### src/rtl/jedro_1_mem_arbiter.sv
// Two-requester (IFU/LSU) arbiter onto one single-ported memory bus, one transaction in flight.
// Define JEDRO_1_ARB_RR_EN for round-robin arbitration; default is fixed LSU priority.
module jedro_1_mem_arbiter #(
  parameter int unsigned ADDR_WIDTH     = 32,
  parameter int unsigned DATA_WIDTH     = 32,
  parameter int unsigned TIMEOUT_CYCLES = 255
) (
  input  logic                    clk_i,
  input  logic                    rstn_i,
  input  logic                    ifu_req_i,
  input  logic [ADDR_WIDTH-1:0]   ifu_addr_i,
  output logic                    ifu_gnt_o,
  output logic                    ifu_rvalid_o,
  output logic [DATA_WIDTH-1:0]   ifu_rdata_o,
  output logic                    ifu_err_o,
  input  logic                    lsu_req_i,
  input  logic                    lsu_we_i,
  input  logic [DATA_WIDTH/8-1:0] lsu_be_i,
  input  logic [ADDR_WIDTH-1:0]   lsu_addr_i,
  input  logic [DATA_WIDTH-1:0]   lsu_wdata_i,
  output logic                    lsu_gnt_o,
  output logic                    lsu_rvalid_o,
  output logic [DATA_WIDTH-1:0]   lsu_rdata_o,
  output logic                    lsu_err_o,
  output logic                    mem_req_o,
  output logic                    mem_we_o,
  output logic [DATA_WIDTH/8-1:0] mem_be_o,
  output logic [ADDR_WIDTH-1:0]   mem_addr_o,
  output logic [DATA_WIDTH-1:0]   mem_wdata_o,
  input  logic                    mem_gnt_i,
  input  logic                    mem_rvalid_i,
  input  logic [DATA_WIDTH-1:0]   mem_rdata_i,
  input  logic                    mem_err_i
);

  localparam int unsigned BE_WIDTH  = DATA_WIDTH / 8;
  localparam int unsigned CNT_WIDTH = (TIMEOUT_CYCLES > 0) ? $clog2(TIMEOUT_CYCLES + 1) : 1;
  localparam bit          TO_EN     = (TIMEOUT_CYCLES != 0);
  localparam logic [CNT_WIDTH-1:0] CNT_MAX  = (TIMEOUT_CYCLES > 0) ? CNT_WIDTH'(TIMEOUT_CYCLES)
                                                                    : {CNT_WIDTH{1'b1}};
  localparam logic [CNT_WIDTH-1:0] CNT_LAST = (TIMEOUT_CYCLES > 0) ? CNT_WIDTH'(TIMEOUT_CYCLES - 1)
                                                                    : {CNT_WIDTH{1'b0}};

  typedef enum logic [1:0] {S_IDLE = 2'd0, S_REQ = 2'd1, S_RESP = 2'd2} state_e;
  typedef enum logic {OWN_IFU = 1'b0, OWN_LSU = 1'b1} owner_e;

  state_e                 state_q, state_d;
  owner_e                 owner_q, owner_d;
  logic [CNT_WIDTH-1:0]   cnt_q, cnt_d;
  logic                   mem_req_q, mem_req_d;
  logic                   mem_we_q, mem_we_d;
  logic [BE_WIDTH-1:0]    mem_be_q, mem_be_d;
  logic [ADDR_WIDTH-1:0]  mem_addr_q, mem_addr_d;
  logic [DATA_WIDTH-1:0]  mem_wdata_q, mem_wdata_d;
  logic                   ifu_rvalid_q, ifu_rvalid_d, lsu_rvalid_q, lsu_rvalid_d;
  logic [DATA_WIDTH-1:0]  ifu_rdata_q, ifu_rdata_d, lsu_rdata_q, lsu_rdata_d;
  logic                   ifu_err_q, ifu_err_d, lsu_err_q, lsu_err_d;
  logic                   ifu_gnt_s, lsu_gnt_s, sel_lsu_s;

`ifdef JEDRO_1_ARB_RR_EN
  owner_e last_q, last_d;

  // Round-robin history: the requester granted most recently.
  always_ff @(posedge clk_i or negedge rstn_i) begin
    if (!rstn_i) begin
      last_q <= OWN_LSU;
    end else begin
      last_q <= last_d;
    end
  end

  // Track each grant so a tie goes to the other requester next time.
  always_comb begin
    last_d = last_q;
    if (lsu_gnt_s) begin
      last_d = OWN_LSU;
    end else if (ifu_gnt_s) begin
      last_d = OWN_IFU;
    end else begin
      last_d = last_q;
    end
  end
`endif

  // Winner selection; a lone requester always wins.
  always_comb begin
    sel_lsu_s = 1'b0;
    if (lsu_req_i && ifu_req_i) begin
`ifdef JEDRO_1_ARB_RR_EN
      sel_lsu_s = (last_q == OWN_IFU);
`else
      sel_lsu_s = 1'b1;
`endif
    end else if (lsu_req_i) begin
      sel_lsu_s = 1'b1;
    end else begin
      sel_lsu_s = 1'b0;
    end
  end

  // Next-state, command latch and response routing.
  always_comb begin
    state_d      = state_q;
    owner_d      = owner_q;
    cnt_d        = cnt_q;
    mem_req_d    = mem_req_q;
    mem_we_d     = mem_we_q;
    mem_be_d     = mem_be_q;
    mem_addr_d   = mem_addr_q;
    mem_wdata_d  = mem_wdata_q;
    ifu_rvalid_d = 1'b0;
    lsu_rvalid_d = 1'b0;
    ifu_rdata_d  = ifu_rdata_q;
    ifu_err_d    = ifu_err_q;
    lsu_rdata_d  = lsu_rdata_q;
    lsu_err_d    = lsu_err_q;
    ifu_gnt_s    = 1'b0;
    lsu_gnt_s    = 1'b0;
    case (state_q)
      S_IDLE: begin
        if (ifu_req_i || lsu_req_i) begin
          state_d   = S_REQ;
          mem_req_d = 1'b1;
          if (sel_lsu_s) begin
            owner_d     = OWN_LSU;
            lsu_gnt_s   = 1'b1;
            mem_we_d    = lsu_we_i;
            mem_be_d    = lsu_be_i;
            mem_addr_d  = lsu_addr_i;
            mem_wdata_d = lsu_wdata_i;
          end else begin
            owner_d     = OWN_IFU;
            ifu_gnt_s   = 1'b1;
            mem_we_d    = 1'b0;
            mem_be_d    = {BE_WIDTH{1'b1}};
            mem_addr_d  = ifu_addr_i;
            mem_wdata_d = {DATA_WIDTH{1'b0}};
          end
        end else begin
          state_d = S_IDLE;
        end
      end
      S_REQ: begin
        if (mem_gnt_i) begin
          state_d   = S_RESP;
          mem_req_d = 1'b0;
          cnt_d     = {CNT_WIDTH{1'b0}};
        end else begin
          state_d = S_REQ;
        end
      end
      S_RESP: begin
        // A real response in the final timeout cycle takes precedence over the error.
        if (mem_rvalid_i) begin
          state_d = S_IDLE;
          if (owner_q == OWN_LSU) begin
            lsu_rvalid_d = 1'b1;
            lsu_rdata_d  = mem_rdata_i;
            lsu_err_d    = mem_err_i;
          end else begin
            ifu_rvalid_d = 1'b1;
            ifu_rdata_d  = mem_rdata_i;
            ifu_err_d    = mem_err_i;
          end
        end else if (TO_EN && (cnt_q == CNT_LAST)) begin
          state_d = S_IDLE;
          if (owner_q == OWN_LSU) begin
            lsu_rvalid_d = 1'b1;
            lsu_rdata_d  = {DATA_WIDTH{1'b0}};
            lsu_err_d    = 1'b1;
          end else begin
            ifu_rvalid_d = 1'b1;
            ifu_rdata_d  = {DATA_WIDTH{1'b0}};
            ifu_err_d    = 1'b1;
          end
        end else begin
          state_d = S_RESP;
          cnt_d   = (cnt_q == CNT_MAX) ? cnt_q : cnt_q + CNT_WIDTH'(1);
        end
      end
      default: begin
        state_d   = S_IDLE;
        mem_req_d = 1'b0;
      end
    endcase
  end

  // State, command and response registers.
  always_ff @(posedge clk_i or negedge rstn_i) begin
    if (!rstn_i) begin
      state_q      <= S_IDLE;
      owner_q      <= OWN_IFU;
      cnt_q        <= {CNT_WIDTH{1'b0}};
      mem_req_q    <= 1'b0;
      mem_we_q     <= 1'b0;
      mem_be_q     <= {BE_WIDTH{1'b0}};
      mem_addr_q   <= {ADDR_WIDTH{1'b0}};
      mem_wdata_q  <= {DATA_WIDTH{1'b0}};
      ifu_rvalid_q <= 1'b0;
      lsu_rvalid_q <= 1'b0;
      ifu_rdata_q  <= {DATA_WIDTH{1'b0}};
      lsu_rdata_q  <= {DATA_WIDTH{1'b0}};
      ifu_err_q    <= 1'b0;
      lsu_err_q    <= 1'b0;
    end else begin
      state_q      <= state_d;
      owner_q      <= owner_d;
      cnt_q        <= cnt_d;
      mem_req_q    <= mem_req_d;
      mem_we_q     <= mem_we_d;
      mem_be_q     <= mem_be_d;
      mem_addr_q   <= mem_addr_d;
      mem_wdata_q  <= mem_wdata_d;
      ifu_rvalid_q <= ifu_rvalid_d;
      lsu_rvalid_q <= lsu_rvalid_d;
      ifu_rdata_q  <= ifu_rdata_d;
      lsu_rdata_q  <= lsu_rdata_d;
      ifu_err_q    <= ifu_err_d;
      lsu_err_q    <= lsu_err_d;
    end
  end

  // Grants are combinational but forced low while reset is held.
  assign ifu_gnt_o    = ifu_gnt_s & rstn_i;
  assign lsu_gnt_o    = lsu_gnt_s & rstn_i;
  assign ifu_rvalid_o = ifu_rvalid_q;
  assign ifu_rdata_o  = ifu_rdata_q;
  assign ifu_err_o    = ifu_err_q;
  assign lsu_rvalid_o = lsu_rvalid_q;
  assign lsu_rdata_o  = lsu_rdata_q;
  assign lsu_err_o    = lsu_err_q;
  assign mem_req_o    = mem_req_q;
  assign mem_we_o     = mem_we_q;
  assign mem_be_o     = mem_be_q;
  assign mem_addr_o   = mem_addr_q;
  assign mem_wdata_o  = mem_wdata_q;

endmodule

### config.mk
export PLATFORM = sky130hd
export DESIGN_NAME = jedro_1_mem_arbiter
export DESIGN_NICKNAME = d
export VERILOG_FILES = /design/src/rtl/jedro_1_mem_arbiter.sv
export SDC_FILE = /design/constraint.sdc
export NUM_CORES = 1
export LEC_CHECK = 0
export BUFFER_PORTS_ARGS = -buffer_cell sky130_fd_sc_hd__buf_4
export CORE_ASPECT_RATIO = 0.75
export CORE_MARGIN = 2
export CORE_UTILIZATION = 42
export CTS_CLUSTER_SIZE = 12
export DETAILED_ROUTE_END_ITERATION = 12
export PLACE_DENSITY = 0.7
export SKIP_CTS_REPAIR_TIMING = 1
export SYNTH_ARGS = -nofsm -noshare
export SYNTH_HDL_FRONTEND = slang
export SYNTH_SLANG_ARGS = --single-unit
### constraint.sdc
create_clock -name clk_i -period 3.3 [get_ports clk_i]
set_clock_uncertainty 0.2 [all_clocks]
set_input_delay 0.66 -clock clk_i [delete_from_list [all_inputs] [get_ports clk_i]]
set_output_delay 0.66 -clock clk_i [all_outputs]
set_load 0.01 [all_outputs]
==> Implementation_results.wiki, run 1 <==
{| class="wikitable"
! Metric !! Value
|-
| Vias/cell || 5.02
|-
| Antenna diodes || 0
|-
| Clock sink total || 149
|-
| Register-to-register setup slack || 0.84 ns
|-
| Final Wtd Congestion || 0.822
|-
| Series of cell instances along the critical path || nor2_1, nand3_1, nor2_1, buf_4
|-
| Filler instances || 1169
|-
| Total number of yosys warnings || 0
|-
| CP Data Required Time || 2.44 ns
|-
| Leading cell types by total area after synthesis || sky130_fd_sc_hd__dfrtp_1 (59%), sky130_fd_sc_hd__mux2_4 (6.8%), sky130_fd_sc_hd__mux2_2 (6.5%)
|-
| Post-synth ARST share || 100%
|-
| Endpoints failing setup || 0
|-
| Total routing resource utilization after global routing || 21.1%
|-
| Final total power || 8.35 mW
|-
| Final min period || 2.54 ns
|-
| Unrepaired setup endpoints after global routing || false
|-
| Wire length of the first global-routing pass || 27000 µm
|-
| Avg Synthesized Cell Area || 13.3 µm²
|-
| Avg WL per Cell || 17.3 µm
|-
| Total count of hold-check failures in the final report || 0
|-
| Count of nets left with antenna violations after detail routing || 0
|-
| Normalized max-slew margin || 46.4%
|-
| Top-Level Pins || 280
|-
| Row Count || 38
|-
| Standard cell area after detailed placement || 8630 µm²
|-
| Most instantiated cells after synthesis || sky130_fd_sc_hd__dfrtp_1 (149), sky130_fd_sc_hd__nand2_1 (38), sky130_fd_sc_hd__mux2_2 (37), sky130_fd_sc_hd__o21ai_0 (36)
|-
| Dominant cell type by area after synthesis || sky130_fd_sc_hd__dfrtp_1
|-
| Clock slew at the register clock pins of the worst setup and hold paths || 0.06 ns
|-
| Area growth from synthesis to layout || 45.1%
|-
| Area share of the largest cell type after synthesis || 58.6%
|-
| Worst r2r path cells || 5
|-
| HPWL Detailed || 12200 µm
|-
| Number of max-cap violations || 0
|-
| Flop and latch count out of synthesis || 149
|-
| Vias in the first global route || 5123
|-
| H-tree depth || 4
|-
| Share of cells above drive strength 1 || 51.0%
|-
| R2r startpoint || cnt_q[0]
|-
| Syn Nets || 622
|-
| Leakage power total || 4.78 nW
|-
| Crit path launch type || register
|-
| Fmax || 394 MHz
|-
| Clock root buffer || sky130_fd_sc_hd__clkbuf_16
|-
| Flip-flop cell with the highest count after synthesis || sky130_fd_sc_hd__dfrtp_1
|-
| Stage delay of the slowest cell on the critical path || 0.45 ns
|-
| Worst vdd rail ir drop || 0.620 mV
|-
| TritonCTS clock tree || done
|-
| Chip height || 111 µm
|-
| Outcome || finished, final reports clean
|-
| Post-Route Utilization || 63.0%
|-
| Share of the clock period used by the worst path || 76.9%
|-
| Buffers plus inverters on the worst setup path || 1
|-
| Synth Instances || 480
|-
| Kind of critical path || register to output port
|-
| First-pass iteration count of the detailed router || 4
|-
| Largest delay contributor family on the critical path || simple AND/OR/NAND/NOR gates
|-
| Portion of the post-synthesis area used by sequential elements || 58.6%
|-
| Number of cells in the finished layout apart from fillers || 967
|-
| Initial core utilization || 43.4%
|-
| Number of buffers inserted by port buffering || 279
|-
| Hold Worst Slack || 0.169 ns
|-
| Hold Crit Class || input pin to asynchronous set/reset pin
|-
| Synthesized area || 6360 µm²
|-
| Total clock buffers created by CTS || 17
|-
| Worst Tran Pin Value || 0.804 ns
|-
| Wire length reported by the detailed router || 16700 µm
|-
| Post-route cell area || 9230 µm²
|-
| Most prevalent standard cell on the critical path || sky130_fd_sc_hd__nor2_1
|-
| Placeable core region || 14600 µm²
|-
| Die ar. || 16200 µm²
|-
| Final Net Count || 897
|-
| DRC violations left || 0
|-
| Cell count after placement || 936
|-
| Worst setup timing slack at the placement stage || 0.667 ns
|-
| Overflow left after global routing || 0
|-
| Longest Clk Path Bufs || 2
|-
| Count of routing violations after the opening detailed-route iteration || 303
|-
| Total power per unit cell area || 905 nW/µm²
|-
| Clk Latency, worst-skew pair || 0.42 ns
|-
| Most instantiated library cell after synthesis || sky130_fd_sc_hd__dfrtp_1
|-
| Capturing element type of the critical path || output port
|-
| Biggest fanout along the worst timing path || 8
|-
| Number of distinct library cells after synthesis || 43
|-
| Worst reg2reg path endpoint || lsu_rdata_o[20]
|-
| Slew Viols, Final || 0
|-
| Largest net degree at the start of global routing || 93
|-
| Antenna violations before repair || 0
|-
| Via count || 4858
|-
| Final worst setup slack || 0.761 ns
|-
| CP max stage cell || sky130_fd_sc_hd__dfrtp_1
|-
| Crit path arrival time || 1.68 ns
|-
| Die Width || 146 µm
|-
| Number of enable flip-flop cells after synthesis || 0
|-
| Sum Neg Setup Slack || 0 ns
|}
## report_power, final
group | internal (mW) | switching, mW | total [mW]
logic | 1.79 | 1.45 | 3.24
registers | 2.62 | 0.510 | 3.13
clock network | 1.19 | 0.783 | 1.98
## per-layer routing
| layer | share of wire, % | vias up | GRT usage [%] |
|---|---|---|---|
| li1 | - | 2268 | - |
| met1 | 43 | 2411 | 26.6 |
| met2 | 49 | 155 | 35.0 |
| met3 | 5.7 | 24 | 5.99 |
| met4 | 1.9 | 0 | 7.64 |
| met5 | 0 | - | 0 |
## placed cells by master (no fill, tap or decap), drive strengths merged, types with 2 or more instances in the layout
master    instances
mux2             66
buf             287
a31oi             2
a21oi             4
nand2b            3
ha                2
nor2b             3
a211oi            2
clkinvlp          2
bufinv            3
mux2i            33
a22o             33
o21ai            37
a32o              2
nor3              2
o22ai             2
o22a              5
clkinv            5
and2             33
dfrtp           149
and3              2
inv               9
a21o              3
clkbuf           17
nand2            38
nor2              3
and4              2
nand3             7
## cells by family (layout without fill, tap and decap cells)
family	count (synthesis)	in the layout	synth area share, %
AOI/OAI and AO/OA	97	97	11.2
adders and majority gates	2	2	0.393
buffers and inverters	36	323	2.89
DFF	149	149	58.6
muxes	99	99	18.6
and+or+nand+nor	97	97	8.28
## sequential cells by signal (all words and copies together) (netlist names)
| signal | flops |
|---|---|
| ifu_rvalid_o | 1 |
| state_q | 2 |
| cnt_q | 8 |
| lsu_err_o | 1 |
| owner_q | 1 |
| lsu_rvalid_o | 1 |
| mem_we_o | 1 |
| mem_be_o | 4 |
| mem_wdata_o | 32 |
| mem_addr_o | 32 |
| ifu_rdata_o | 32 |
| lsu_rdata_o | 32 |
| mem_req_o | 1 |
| ifu_err_o | 1 |
## worst max-delay path by stage
stage                            start              end  slack (ns)  cells after the start
after floorplan              lsu_req_i        lsu_gnt_o        0.89                      3
after global placement    mem_rvalid_i  lsu_rdata_o[19]        0.72                      4
after detailed placement  mem_rvalid_i  lsu_rdata_o[20]        0.67                      4
after CTS                   state_q[1]        ifu_gnt_o        0.73                      4
after global routing        state_q[1]        ifu_gnt_o        0.65                      4
final                       state_q[1]        ifu_gnt_o        0.76                      4
## final cells by class
class                      instances  area (µm²)  share of cell area (%)
inverter                           5        18.8                   0.203
clock buffer                      17         425                    4.61
multi-input combinational        295        2460                    26.7
clock inverter                    14         176                    1.91
tap                              200         250                    2.71
sequential                       149        3730                    40.4
timing repair buffer             287        2170                    23.5
(Power assumes the default switching activity.)
==> inputs of run 2 (changes only) <==
PLACE_DENSITY = 0.73   (was 0.7)
clock period = 2.23 ns   (was 3.3 ns; I/O delays follow)
==> run 2 against run 1 <==
Count of clock-buffer cells in the layout is 4 higher. Global-route usage down 0.11 points. Core utilization up 0.82 points. Power increased by 50%. Sequential power up 49%. Non-clock buffer count rose by 6. Combinational power grew 51%. Critical endpoint is now lsu_rdata_o[0]. Largest power group unchanged.
==> Implementation_results.wiki, run 2 (synthesis gave the netlist of run 1 again) <==
{| class="wikitable"
! Metric !! Value
|-
| Largest net degree at the start of global routing || 147 (+58%)
|-
| Crit path launch type || register
|-
| Share of cells above drive strength 1 || 51.2% (+0.19 points)
|-
| Initial core utilization || 43.4% (unchanged)
|-
| Vias/cell || 4.94 (-1.7%)
|-
| Worst r2r path cells || 6 (+1)
|-
| Share of the clock period used by the worst path || 96.1%
|-
| Top-Level Pins || 280 (unchanged)
|-
| TritonCTS clock tree || done
|-
| Standard cell area after detailed placement || 8720 µm² (+1.0%)
|-
| R2r startpoint || cnt_q[0]
|-
| HPWL Detailed || 12300 µm (+0.78%)
|-
| Post-route cell area || 9350 µm² (+1.3%)
|-
| Total count of hold-check failures in the final report || 0 (unchanged)
|-
| Worst vdd rail ir drop || 0.643 mV (+3.8%)
|-
| Worst reg2reg path endpoint || lsu_rdata_o[0]
|-
| Kind of critical path || register to register
|-
| Die ar. || 16200 µm² (unchanged)
|-
| Wire length of the first global-routing pass || 26900 µm (-0.21%)
|-
| Slew Viols, Final || 0 (unchanged)
|-
| Biggest fanout along the worst timing path || 34 (+26)
|-
| Area growth from synthesis to layout || 47.0%
|-
| Endpoints failing setup || 0 (unchanged)
|-
| CP Data Required Time || 2.31 ns (-0.13 ns)
|-
| Hold Crit Class || input pin to register
|-
| Outcome || finished, final reports clean
|-
| Sum Neg Setup Slack || 0 ns (unchanged)
|-
| Avg WL per Cell || 17.2 µm (-0.66%)
|-
| Final Wtd Congestion || 0.848 (+3.2%)
|-
| First-pass iteration count of the detailed router || 4 (unchanged)
|-
| Register-to-register setup slack || 0.09 ns (-0.75 ns)
|-
| Worst Tran Pin Value || 0.762 ns (-0.0422 ns)
|-
| Commonest non-fill, non-tap cell in the layout || sky130_fd_sc_hd__buf_4
|-
| Normalized max-slew margin || 49.2% (+2.8 points)
|-
| Antenna diodes || 0 (unchanged)
|-
| Min-Delay Startpoint || lsu_be_i[2]
|-
| Clock root buffer || sky130_fd_sc_hd__clkbuf_16
|-
| Total power per unit cell area || 1340 nW/µm² (+48%)
|-
| Count of routing violations after the opening detailed-route iteration || 232 (-23%)
|-
| Clock sink total || 149 (unchanged)
|-
| Number of max-cap violations || 0 (unchanged)
|-
| Placeable core region || 14600 µm² (unchanged)
|-
| Final min period || 2.14 ns
|-
| Hold depth || 2
|-
| Fmax || 466 MHz
|-
| Antenna violations before repair || 0 (unchanged)
|-
| DRC violations left || 0 (unchanged)
|-
| Clk Latency, worst-skew pair || 0.40 ns (-0.02 ns)
|-
| Die Width || 146 µm (unchanged)
|-
| Chip height || 111 µm (unchanged)
|-
| Vias in the first global route || 5101 (-0.43%)
|-
| Crit path arrival time || 2.22 ns (+0.54 ns)
|-
| Final Net Count || 903 (+0.67%)
|-
| Capturing element type of the critical path || register
|-
| Wire length reported by the detailed router || 16700 µm (-0.14%)
|-
| Unrepaired setup endpoints after global routing || false
|-
| Count of nets left with antenna violations after detail routing || 0 (unchanged)
|-
| Longest Clk Path Bufs || 2 (unchanged)
|-
| Leading cell types in the layout, fill and taps excluded || sky130_fd_sc_hd__buf_4 (286), sky130_fd_sc_hd__dfrtp_1 (149), sky130_fd_sc_hd__nand2_1 (38)
|-
| Row Count || 38 (unchanged)
|-
| Leakage power total || 4.83 nW (+1.2%)
|-
| Total clock buffers created by CTS || 17 (unchanged)
|-
| Hold Worst Slack || 0.0468 ns (-0.122 ns)
|-
| Total routing resource utilization after global routing || 21.0% (-0.11 points)
|-
| Overflow left after global routing || 0 (unchanged)
|-
| Via count || 4798 (-1.2%)
|-
| Clock slew at the register clock pins of the worst setup and hold paths || 0.06 ns (about the same)
|-
| H-tree depth || 4 (unchanged)
|-
| Hold worst-path end || mem_be_o[2]
|-
| Number of buffers inserted by port buffering || 279 (unchanged)
|}
[run 2: worst max-delay path by stage]
stage	start	to	slack [ns]	cells past startpoint
6_report	cnt_q[0]	lsu_rdata_o[0]	0.09	6
5_1_grt	cnt_q[0]	lsu_rdata_o[0]	0.03	6
4_1_cts	state_q[1]	ifu_gnt_o	0.005	4
3_5_place_dp	cnt_q[0]	lsu_rdata_o[0]	0.11	6
3_3_place_gp	cnt_q[0]	lsu_rdata_o[0]	0.16	6
2_1_floorplan	cnt_q[0]	ifu_rdata_o[10]	0.25	6
[run 2: cell type report]
cell class                      instances  area, µm²
Clock buffer                           21        470
Clock inverter                          9        151
Fill cell                            1154       5290
Inverter                                5       18.8
Multi-Input combinational cell        295       2460
Sequential cell                       149       3730
Tap cell                              200        250
Timing Repair Buffer                  293       2270
[run 2: through the flow]
stage / utilization [%] / setup WS [ns] / total power, mW / cells
finish: 63.8 / 0.0862 / 12.5 / 972
global route: 63.8 / 0.0349 / 13.3 / 972
CTS: 63.8 / 0.00542 / 12.7 / 971
detailed placement: 59.5 / 0.109 / 9.62 / 941
global placement: 59.5 / 0.157 / 9.47 / 941
floorplan: - / 0.245 / 6.93 / 480
[run 2: routing by layer]
metal | vias up | routed length (µm) | GRT usage (%)
met5 | - | 0 | 0
met4 | 0 | 204 | 5.95
met3 | 15 | 1120 | 6.86
met2 | 157 | 8030 | 33.8
met1 | 2347 | 7360 | 27.5
li1 | 2279 | - | -
[run 2: report_power, final]
| part | switching [mW] | internal (mW) |
|---|---|---|
| registers | 0.776 | 3.88 |
| logic | 2.18 | 2.72 |
| clock network | 1.04 | 1.95 |
[run 2: worst max-delay path, cell delays in order (launching register included)]
cell	delay, ns
sky130_fd_sc_hd__dfrtp_1	0.37
sky130_fd_sc_hd__inv_1	0.09
sky130_fd_sc_hd__ha_1	0.27
sky130_fd_sc_hd__a41o_4	0.33
sky130_fd_sc_hd__nand3_4	0.10
sky130_fd_sc_hd__buf_12	0.25
sky130_fd_sc_hd__mux2_2	0.38
